**src/rtl/sub_chunked_pkg.sv**
```systemverilog
`default_nettype none
// ============================================================================
// Module   : sub_chunked_pkg
// Desc     : Shared types and sizing helpers for the chunked serial add/sub.
// Revision : 1.0 - initial release
// ============================================================================
package sub_chunked_pkg;

    typedef enum logic [1:0] {
        IDLE  = 2'd0,
        RUN   = 2'd1,
        DRAIN = 2'd2
    } state_t;

    localparam int DEF_N  = 16384;
    localparam int DEF_CC = 1024;
    localparam int DEF_W  = DEF_N / DEF_CC;

    function automatic int clog2(input int value);
        int r;
        r = 0;
        for (int i = 0; i < 31; i++) begin
            if ((1 << i) < value) begin
                r = i + 1;
            end
        end
        return r;
    endfunction

    // A one-beat operation still needs a 1-bit counter to exist.
    function automatic int cnt_width(input int cc);
        return (clog2(cc) < 1) ? 1 : clog2(cc);
    endfunction

endpackage
`default_nettype wire

```
**src/rtl/sub_chunk_slice.sv**
```systemverilog
`default_nettype none
// ============================================================================
// Module   : sub_chunk_slice
// Desc     : Combinational W-bit ripple subtractor with borrow in and out.
// Revision : 1.0 - initial release
// ============================================================================
module sub_chunk_slice #(
    parameter int W = 16
) (
    input  logic [W-1:0] i_a,
    input  logic [W-1:0] i_b,
    input  logic         i_borrow,
    output logic [W-1:0] o_diff,
    output logic         o_borrow
);

    logic [W:0] w_chain;

    assign w_chain[0] = i_borrow;

    generate
        for (genvar i = 0; i < W; i++) begin : g_bit
            logic w_x;
            assign w_x          = i_a[i] ^ i_b[i];
            assign o_diff[i]    = w_x ^ w_chain[i];
            // Borrow when b > a at this bit, or they match and a borrow ripples in.
            assign w_chain[i+1] = (~i_a[i] & i_b[i]) | (~w_x & w_chain[i]);
        end
    endgenerate

    assign o_borrow = w_chain[W];

endmodule
`default_nettype wire

```
**src/rtl/sub_chunked_serial.sv**
```systemverilog
`default_nettype none
// ============================================================================
// Module   : sub_chunked_serial
// Desc     : Streams C = A - B one W-bit chunk per beat, LS chunk first.
// Revision : 1.0 - initial release
// ============================================================================
module sub_chunked_serial
    import sub_chunked_pkg::*;
#(
    parameter  int N  = DEF_N,
    parameter  int CC = DEF_CC,
    localparam int W  = N / CC
) (
    input  logic         clk,
    input  logic         rst,
    input  logic         start,
    input  logic         in_valid,
    output logic         in_ready,
    input  logic [W-1:0] a,
    input  logic [W-1:0] b,
    output logic         out_valid,
    input  logic         out_ready,
    output logic [W-1:0] c,
    output logic         out_last,
    output logic         busy,
    output logic         done,
    output logic         borrow_out
);

    localparam int            C_CW   = cnt_width(CC);
    localparam logic [C_CW-1:0] C_LAST = C_CW'(CC - 1);

    state_t          r_state;
    state_t          w_state_next;
    logic [C_CW-1:0] r_cnt;
    logic            r_borrow;
    logic [W-1:0]    r_c;
    logic            r_out_valid;
    logic            r_out_last;
    logic            r_done;
    logic            r_borrow_out;

    logic            w_in_ready;
    logic            w_accept;
    logic            w_consume;
    logic            w_cnt_last;
    logic [W-1:0]    w_diff;
    logic            w_borrow_next;

    sub_chunk_slice #(
        .W (W)
    ) u_slice (
        .i_a      (a),
        .i_b      (b),
        .i_borrow (r_borrow),
        .o_diff   (w_diff),
        .o_borrow (w_borrow_next)
    );

    assign w_consume  = r_out_valid && out_ready;
    assign w_cnt_last = (r_cnt == C_LAST);

    always_ff @(posedge clk or negedge rst) begin
        if (!rst) begin
            r_state <= IDLE;
        end else begin
            r_state <= w_state_next;
        end
    end

    always_comb begin
        w_state_next = r_state;
        w_in_ready   = 1'b0;
        w_accept     = 1'b0;
        case (r_state)
            IDLE: begin
                if (start) begin
                    w_state_next = RUN;
                end
            end
            RUN: begin
                // Single output register: a new beat may enter as the old one leaves.
                w_in_ready = !r_out_valid || out_ready;
                w_accept   = in_valid && w_in_ready;
                if (w_accept && w_cnt_last) begin
                    w_state_next = DRAIN;
                end
            end
            DRAIN: begin
                if (w_consume) begin
                    w_state_next = IDLE;
                end
            end
            default: begin
                w_state_next = IDLE;
            end
        endcase
    end

    always_ff @(posedge clk or negedge rst) begin
        if (!rst) begin
            r_cnt        <= '0;
            r_borrow     <= 1'b0;
            r_c          <= '0;
            r_out_valid  <= 1'b0;
            r_out_last   <= 1'b0;
            r_done       <= 1'b0;
            r_borrow_out <= 1'b0;
        end else begin
            r_done <= 1'b0;
            case (r_state)
                IDLE: begin
                    if (start) begin
                        r_borrow <= 1'b0;
                        r_cnt    <= '0;
                    end
                end
                RUN: begin
                    if (w_accept) begin
                        r_c         <= w_diff;
                        r_borrow    <= w_borrow_next;
                        r_out_valid <= 1'b1;
                        r_out_last  <= w_cnt_last;
                        r_cnt       <= w_cnt_last ? '0 : r_cnt + 1'b1;
                    end else if (w_consume) begin
                        r_out_valid <= 1'b0;
                    end
                end
                DRAIN: begin
                    if (w_consume) begin
                        r_out_valid  <= 1'b0;
                        r_out_last   <= 1'b0;
                        r_done       <= 1'b1;
                        r_borrow_out <= r_borrow;
                    end
                end
                default: begin
                end
            endcase
        end
    end

    assign in_ready   = w_in_ready;
    assign out_valid  = r_out_valid;
    assign c          = r_c;
    assign out_last   = r_out_last;
    assign busy       = (r_state == RUN) || (r_state == DRAIN);
    assign done       = r_done;
    assign borrow_out = r_borrow_out;

endmodule
`default_nettype wire

```
**config.mk**
```make
export PLATFORM = sky130hd
export DESIGN_NAME = sub_chunked_serial
export DESIGN_NICKNAME = d
export VERILOG_FILES = /design/src/rtl/sub_chunked_pkg.sv /design/src/rtl/sub_chunk_slice.sv /design/src/rtl/sub_chunked_serial.sv
export SDC_FILE = /design/constraint.sdc
export NUM_CORES = 1
export LEC_CHECK = 0
export ABC_AREA = 0
export CORE_ASPECT_RATIO = 2
export CORE_MARGIN = 2
export CORE_UTILIZATION = 45
export CTS_CLUSTER_SIZE = 16
export DETAILED_ROUTE_END_ITERATION = 10
export GPL_TIMING_DRIVEN = 0
export PLACE_DENSITY = 0.77
export SLEW_MARGIN = 20
export SYNTH_ARGS = -nofsm -noshare
export SYNTH_HDL_FRONTEND = slang
export SYNTH_HIERARCHICAL = 1
export SYNTH_SLANG_ARGS = --single-unit
```
**constraint.sdc**
```tcl
create_clock -name clk -period 8.25 [get_ports clk]
set_clock_uncertainty 0.2 [all_clocks]
set_input_delay 1.2375 -clock clk [delete_from_list [all_inputs] [get_ports clk]]
set_output_delay 1.2375 -clock clk [all_outputs]
set_load 0.03 [all_outputs]
```
# [Yosys cells after proc, flatten, opt, wreduce, memory -nomap -nowiden]
# Index checks and enable logic that the tools add are counted.
[word_totals] word_cells=163 register_bits=33 output_inout_bits=22
[op_classes] n_reduce_logical=14 n_eq_ne=7 muxes=21 n_bitwise=112 n_addsub=1
[op_table] operator="1-bit bitwise AND" count=32
[op_table] operator="1-bit NOT" count=32
[op_table] operator="1-bit bitwise XOR" count=32
[op_table] operator="10-bit two-way mux" count=3
[op_table] operator="10-bit one-hot mux with 2 select lines" count=1
[op_table] operator="1-bit OR" count=16
[op_table] operator="10-bit by 1-bit adder with 10-bit output, second input constant" count=1
[op_table] operator="10-bit equality test, second input constant" count=1
[op_table] operator="1-bit two-way mux" count=10
[op_table] operator="3-bit AND reduction" count=3
[op_table] operator="2-bit != test, second input constant" count=4
[op_table] operator="2-bit two-way mux" count=3
[op_table] operator="1-bit one-hot mux with 2 select lines" count=3
[op_table] operator="2-bit one-hot mux with 3 select lines" count=1
[op_table] operator="2-bit AND reduction" count=2
[op_table] operator="2-bit nonzero test" count=2
[op_table] operator="1-bit logical AND" count=3
[op_table] operator="2-bit by 1-bit equality test with 1-bit output, second input constant" count=1
[op_table] operator="2-bit equality test, second input constant" count=1
[op_table] operator="2-bit logical NOT" count=1
[op_table] operator="1-bit logical OR" count=2
[op_table] operator="1-bit logical NOT" count=1

# [Longest topological paths before layout]
[depth] depth_word=36 depth_mapped=22 depth_no_buf=22

# [Modules after synthesis]
# Netlist, hierarchy kept.
[modules_own_cells] module="sub_chunked_serial" cells_per_inst=131 area_each_um2=1552.7 seq_area_each_um2=825.8 instances=1
[modules_own_cells] module="sub_chunk_slice" cells_per_inst=50 area_each_um2=447.9 seq_area_each_um2=0.0 instances=1

# [Worst setup path after synthesis]
# OpenSTA, ideal clock, no wires.
[synth_path] path_type="input -> register" from="input port b[0]" to="register r_c[15] (netlist: c[15])" n_path_buf=0 path_stages=20 setup_slack_ps=446 required_ps=7925 t_arrival_ps=7479 cell_sequence="inv_1 fa_1 inv_1 fa_1 fa_1 fa_1 fa_1 fa_1 fa_1 fa_1 fa_1 fa_1 fa_1 fa_1 fa_1 fa_1 fa_1 inv_1 fa_1 mux2_2"
[synth_via] elab_chain_len=33
[synth_rtl] item="start, declared" line_no="sub_chunked_serial.sv:20" rtl="input logic [W-1:0] b,"
[synth_rtl] item="1-bit bitwise XOR" line_no="sub_chunk_slice.sv:24" rtl="assign w_x = i_a[i] ^ i_b[i];"
[synth_rtl] item="1-bit NOT" line_no="sub_chunk_slice.sv:27" rtl="assign w_chain[i+1] = (~i_a[i] & i_b[i]) | (~w_x & w_chain[i]);"
[synth_rtl] item="1-bit bitwise AND" line_no="sub_chunk_slice.sv:27"
[synth_rtl] item="1-bit OR *" line_no="sub_chunk_slice.sv:27"
[synth_rtl] item="1-bit bitwise AND *" line_no="sub_chunk_slice.sv:27"
[synth_rtl] item="1-bit OR *" line_no="sub_chunk_slice.sv:27"
[synth_rtl] item="1-bit bitwise AND *" line_no="sub_chunk_slice.sv:27"
[synth_rtl] item="1-bit OR *" line_no="sub_chunk_slice.sv:27"
[synth_rtl] item="[18 not listed]"
[synth_rtl] item="1-bit bitwise AND *" line_no="sub_chunk_slice.sv:27"
[synth_rtl] item="1-bit OR *" line_no="sub_chunk_slice.sv:27"
[synth_rtl] item="1-bit bitwise AND *" line_no="sub_chunk_slice.sv:27"
[synth_rtl] item="1-bit OR *" line_no="sub_chunk_slice.sv:27"
[synth_rtl] item="1-bit bitwise AND *" line_no="sub_chunk_slice.sv:27"
[synth_rtl] item="1-bit OR *" line_no="sub_chunk_slice.sv:27"
[synth_rtl] item="1-bit bitwise XOR *" line_no="sub_chunk_slice.sv:25" rtl="assign o_diff[i] = w_x ^ w_chain[i];"
[synth_rtl] item="named net w_diff[15]" line_no="sub_chunked_serial.sv:47" rtl="logic [W-1:0] w_diff;"
[synth_rtl] item="end signal, assigned" line_no="sub_chunked_serial.sv:120" rtl="r_c <= w_diff;"
[synth_rtl] item="end, declared" line_no="sub_chunked_serial.sv:37" rtl="logic [W-1:0] r_c;"
# Mark *: on every way through the listed nets, which the timed path passes. The rest lies on a longest branch.
# A chain may end at the register's enable or synchronous reset.

# [Worst setup path in the final report]
[layout_path] from="input port a[0]" to="register r_c[15] (netlist: c[15])"
[layout_via] elab_chain_len=33
[layout_rtl] item="start, declared" line_no="sub_chunked_serial.sv:19" rtl="input logic [W-1:0] a,"
[layout_rtl] item="1-bit bitwise XOR" line_no="sub_chunk_slice.sv:24"
[layout_rtl] item="1-bit NOT" line_no="sub_chunk_slice.sv:27"
[layout_rtl] item="1-bit bitwise AND" line_no="sub_chunk_slice.sv:27"
[layout_rtl] item="1-bit OR *" line_no="sub_chunk_slice.sv:27"
[layout_rtl] item="1-bit bitwise AND *" line_no="sub_chunk_slice.sv:27"
[layout_rtl] item="1-bit OR *" line_no="sub_chunk_slice.sv:27"
[layout_rtl] item="1-bit bitwise AND *" line_no="sub_chunk_slice.sv:27"
[layout_rtl] item="1-bit OR *" line_no="sub_chunk_slice.sv:27"
[layout_rtl] item="[18 not listed]"
[layout_rtl] item="1-bit bitwise AND *" line_no="sub_chunk_slice.sv:27"
[layout_rtl] item="1-bit OR *" line_no="sub_chunk_slice.sv:27"
[layout_rtl] item="1-bit bitwise AND *" line_no="sub_chunk_slice.sv:27"
[layout_rtl] item="1-bit OR *" line_no="sub_chunk_slice.sv:27"
[layout_rtl] item="1-bit bitwise AND *" line_no="sub_chunk_slice.sv:27"
[layout_rtl] item="1-bit OR *" line_no="sub_chunk_slice.sv:27"
[layout_rtl] item="1-bit bitwise XOR *" line_no="sub_chunk_slice.sv:25"
[layout_rtl] item="named net w_diff[15]" line_no="sub_chunked_serial.sv:47"
# Marks and branches as above.

==> results.cfg <==
[global_route]
grt_pass1_vias = 1663
antenna_found_initial = 0
grt_max_degree = 22
overflow = 0
grt_usage = 0.192
grt_pass1_wl_um = 7310

[synthesis]
syn-cell-area_um2 = 2000
synth-xor-area-share = 0
synth-edff-count = 0
synth_compound_area_frac = 0.0969
synthArstFlopShare = 1.00
synth_warnings = 6
synthAdderAreaFrac = 0.191
muxShareOfSynthArea = 0.101
yosys.area_share.simple = 0.111
synthFlopType = dfrtp_1
synthCells = 181
synth_seq_cells = 33
yosysUniqueCellTypes = 32
synth-seq-area-share = 0.413
synth_top_family_by_area = adder cells
synth_fp_nets = 239
syn_area_per_cell_um2 = 11.1

[worst_setup_path]
cp_top_family = adder cells
max_stage_delay_ps = 480
cp_cell_sequence = clkdlybuf4s50_1 > fa_1 > inv_1 > fa_1 > fa_1 > fa_1 > fa_1 > fa_1 > fa_2 > fa_1 > fa_1 > fa_1 > fa_2 > fa_1 > fa_2 > fa_2 > fa_1 > inv_1 > fa_1 > mux2_2
crit_required_ps = 8220
worstPathMaxFanout = 1
cp_common_cell = fa_1
crit_path_end_kind = register
critPathBufInv = 3
critPathKind = primary input to register
crit_arrival_ps = 7990
cpMaxStageDelayCell = clkdlybuf4s50_1
start_kind = primary input

[clocking]
cts_buffer_depth = 2
insertion_delay_ps = 280
path_clk_slew_ps = 70
cts_tree = yes
cts_max_level = 2
cts.sinks = 33
cts_buffers = 5
clockRootBuffer = clkbuf_8

[status]
status = completed

[detailed_routing]
ant_nets = 0
wirelength_um = 4200
drt_iter0_drc = 11
route.detailed.drc = 0
drt-wirelength-per-cell_um = 13.9
dr.pass1.iters = 4
viasPerCell = 5.05
num_vias = 1524

[power]
p_per_area_nw_per_um2 = 304
p_sw_mw = 0.345
clkPwrFrac = 0.137
power.leakage_nw = 1.24
internal_power_mw = 0.495
power_frac_comb = 0.561
swShare = 0.411
ir_drop_uv = 232
pwr-share-seq = 0.302

[sta]
tightestPinTransition_ps = 539
hold_violations = 0
max_freq_mhz = 125
setup_slack_ps = 224
rsz0062_at_grt = no
slew_headroom = 0.639
min_period_ps = 8030
post-route-period-util = 0.973
setup_viol = 0
maxSlewViolCount = 0

[floorplanning]
die_h_um = 98.3
dieArea_um2 = 5030
initial_core_util = 0.466
fp.coreArea_um2 = 4300
rows = 34
die_x_um = 51.2
io_pins = 59

[cells_and_area]
layout.cells.most_common_list = clkdlybuf4s50_1 (57), inv_1 (38), dfrtp_1 (33)
fin_util = 0.643
layout-area-overhead-vs-synth_pct = 38.0
drive_gt1_frac = 0.141
fin_nets = 305
antenna_cells = 0
layout_commonest_cell = clkdlybuf4s50_1

[place]
io_buffer_count = 58
gp_congestion = 0.746
post-place-ws_ps = -269
place_hpwl_um = 3400

[run]
max_cap_violations = 0

[hold_path]
hold_class = register to register
power by group through the flow:
stage / combinational, mW / sequential, mW / clock [mW]
after floorplan: 0.212 / 0.340 / 0
after global placement: 0.465 / 0.254 / 0
after detailed placement: 0.474 / 0.258 / 0
after CTS: 0.475 / 0.255 / 0.119
after global routing: 0.511 / 0.263 / 0.127
final: 0.471 / 0.254 / 0.115
state kept, by name, indices dropped and copies added (netlist names):
name        cells
c              16
r_borrow        1
done            1
borrow_out      1
r_cnt          10
out_last        1
out_valid       1
r_state         2
repair_timing:
action / in CTS / in global routing
resized for setup: 0 / 4
endpoints found under the setup margin: 0 / 1
hold buffers: 0 / 0
setup buffers: 0 / 0
cells by family (layout without fill, tap and decap cells):
group | count (synthesis) | after routing
buf+inv | 42 | 109
fa+ha+maj | 21 | 21
compound gates | 28 | 28
flops | 33 | 33
simple gates | 39 | 39
mux | 18 | 18
synth_stat cells (all sizes together) (3+ instances only):
cell type	number	area share
nand2	12	0.023
inv	38	0.071
a21oi	6	0.015
fa	16	0.16
o21ai	6	0.015
nand4	3	0.0094
or4	5	0.019
ha	5	0.031
nor2	6	0.011
buf	3	0.014
nand3	4	0.010
dfrtp	33	0.41
mux2	18	0.10
o31ai	5	0.019
area by class of cell:
cell class	count	area, um2
Buffer	4	31.3
Clock buffer	8	80.1
Fill cell	359	1540
Inverter	38	143
Multi-Input combinational cell	106	1010
Sequential cell	33	826
Tap cell	54	67.6
Timing Repair Buffer	59	603
path summary, 6_finish.rpt:
check	startpoint	endpoint	slack (ps)	cells after the start
min in group asynchronous	rst	r_cnt[7]	660	1
max	a[0]	c[15]	220	20
max reg2reg	r_borrow	c[15]	1220	20
min reg2reg	c[9]	c[9]	310	1
max in group asynchronous	rst	c[9]	6760	2
min	c[9]	c[9]	310	1
stage by stage:
step	hold WS (ps)	cell area, um2	total power [mW]	cells	setup TNS (ps)
2_1_floorplan	266	2000	0.552	181	0
3_3_place_gp	288	2650	0.719	293	-219
3_5_place_dp	296	2670	0.731	294	-269
4_1_cts	310	2750	0.849	302	0
5_1_grt	322	2760	0.901	302	0
6_report	307	2760	0.840	302	0
per-layer routing:
| layer | GRT usage | share of wire |
|---|---|---|
| met4 | 0.0832 | 0.031 |
| met5 | 0 | 0 |
| met1 | 0.199 | 0.34 |
| met2 | 0.358 | 0.59 |
| met3 | 0.0352 | 0.033 |
No activity file was read; power rests on OpenSTA's default activity.
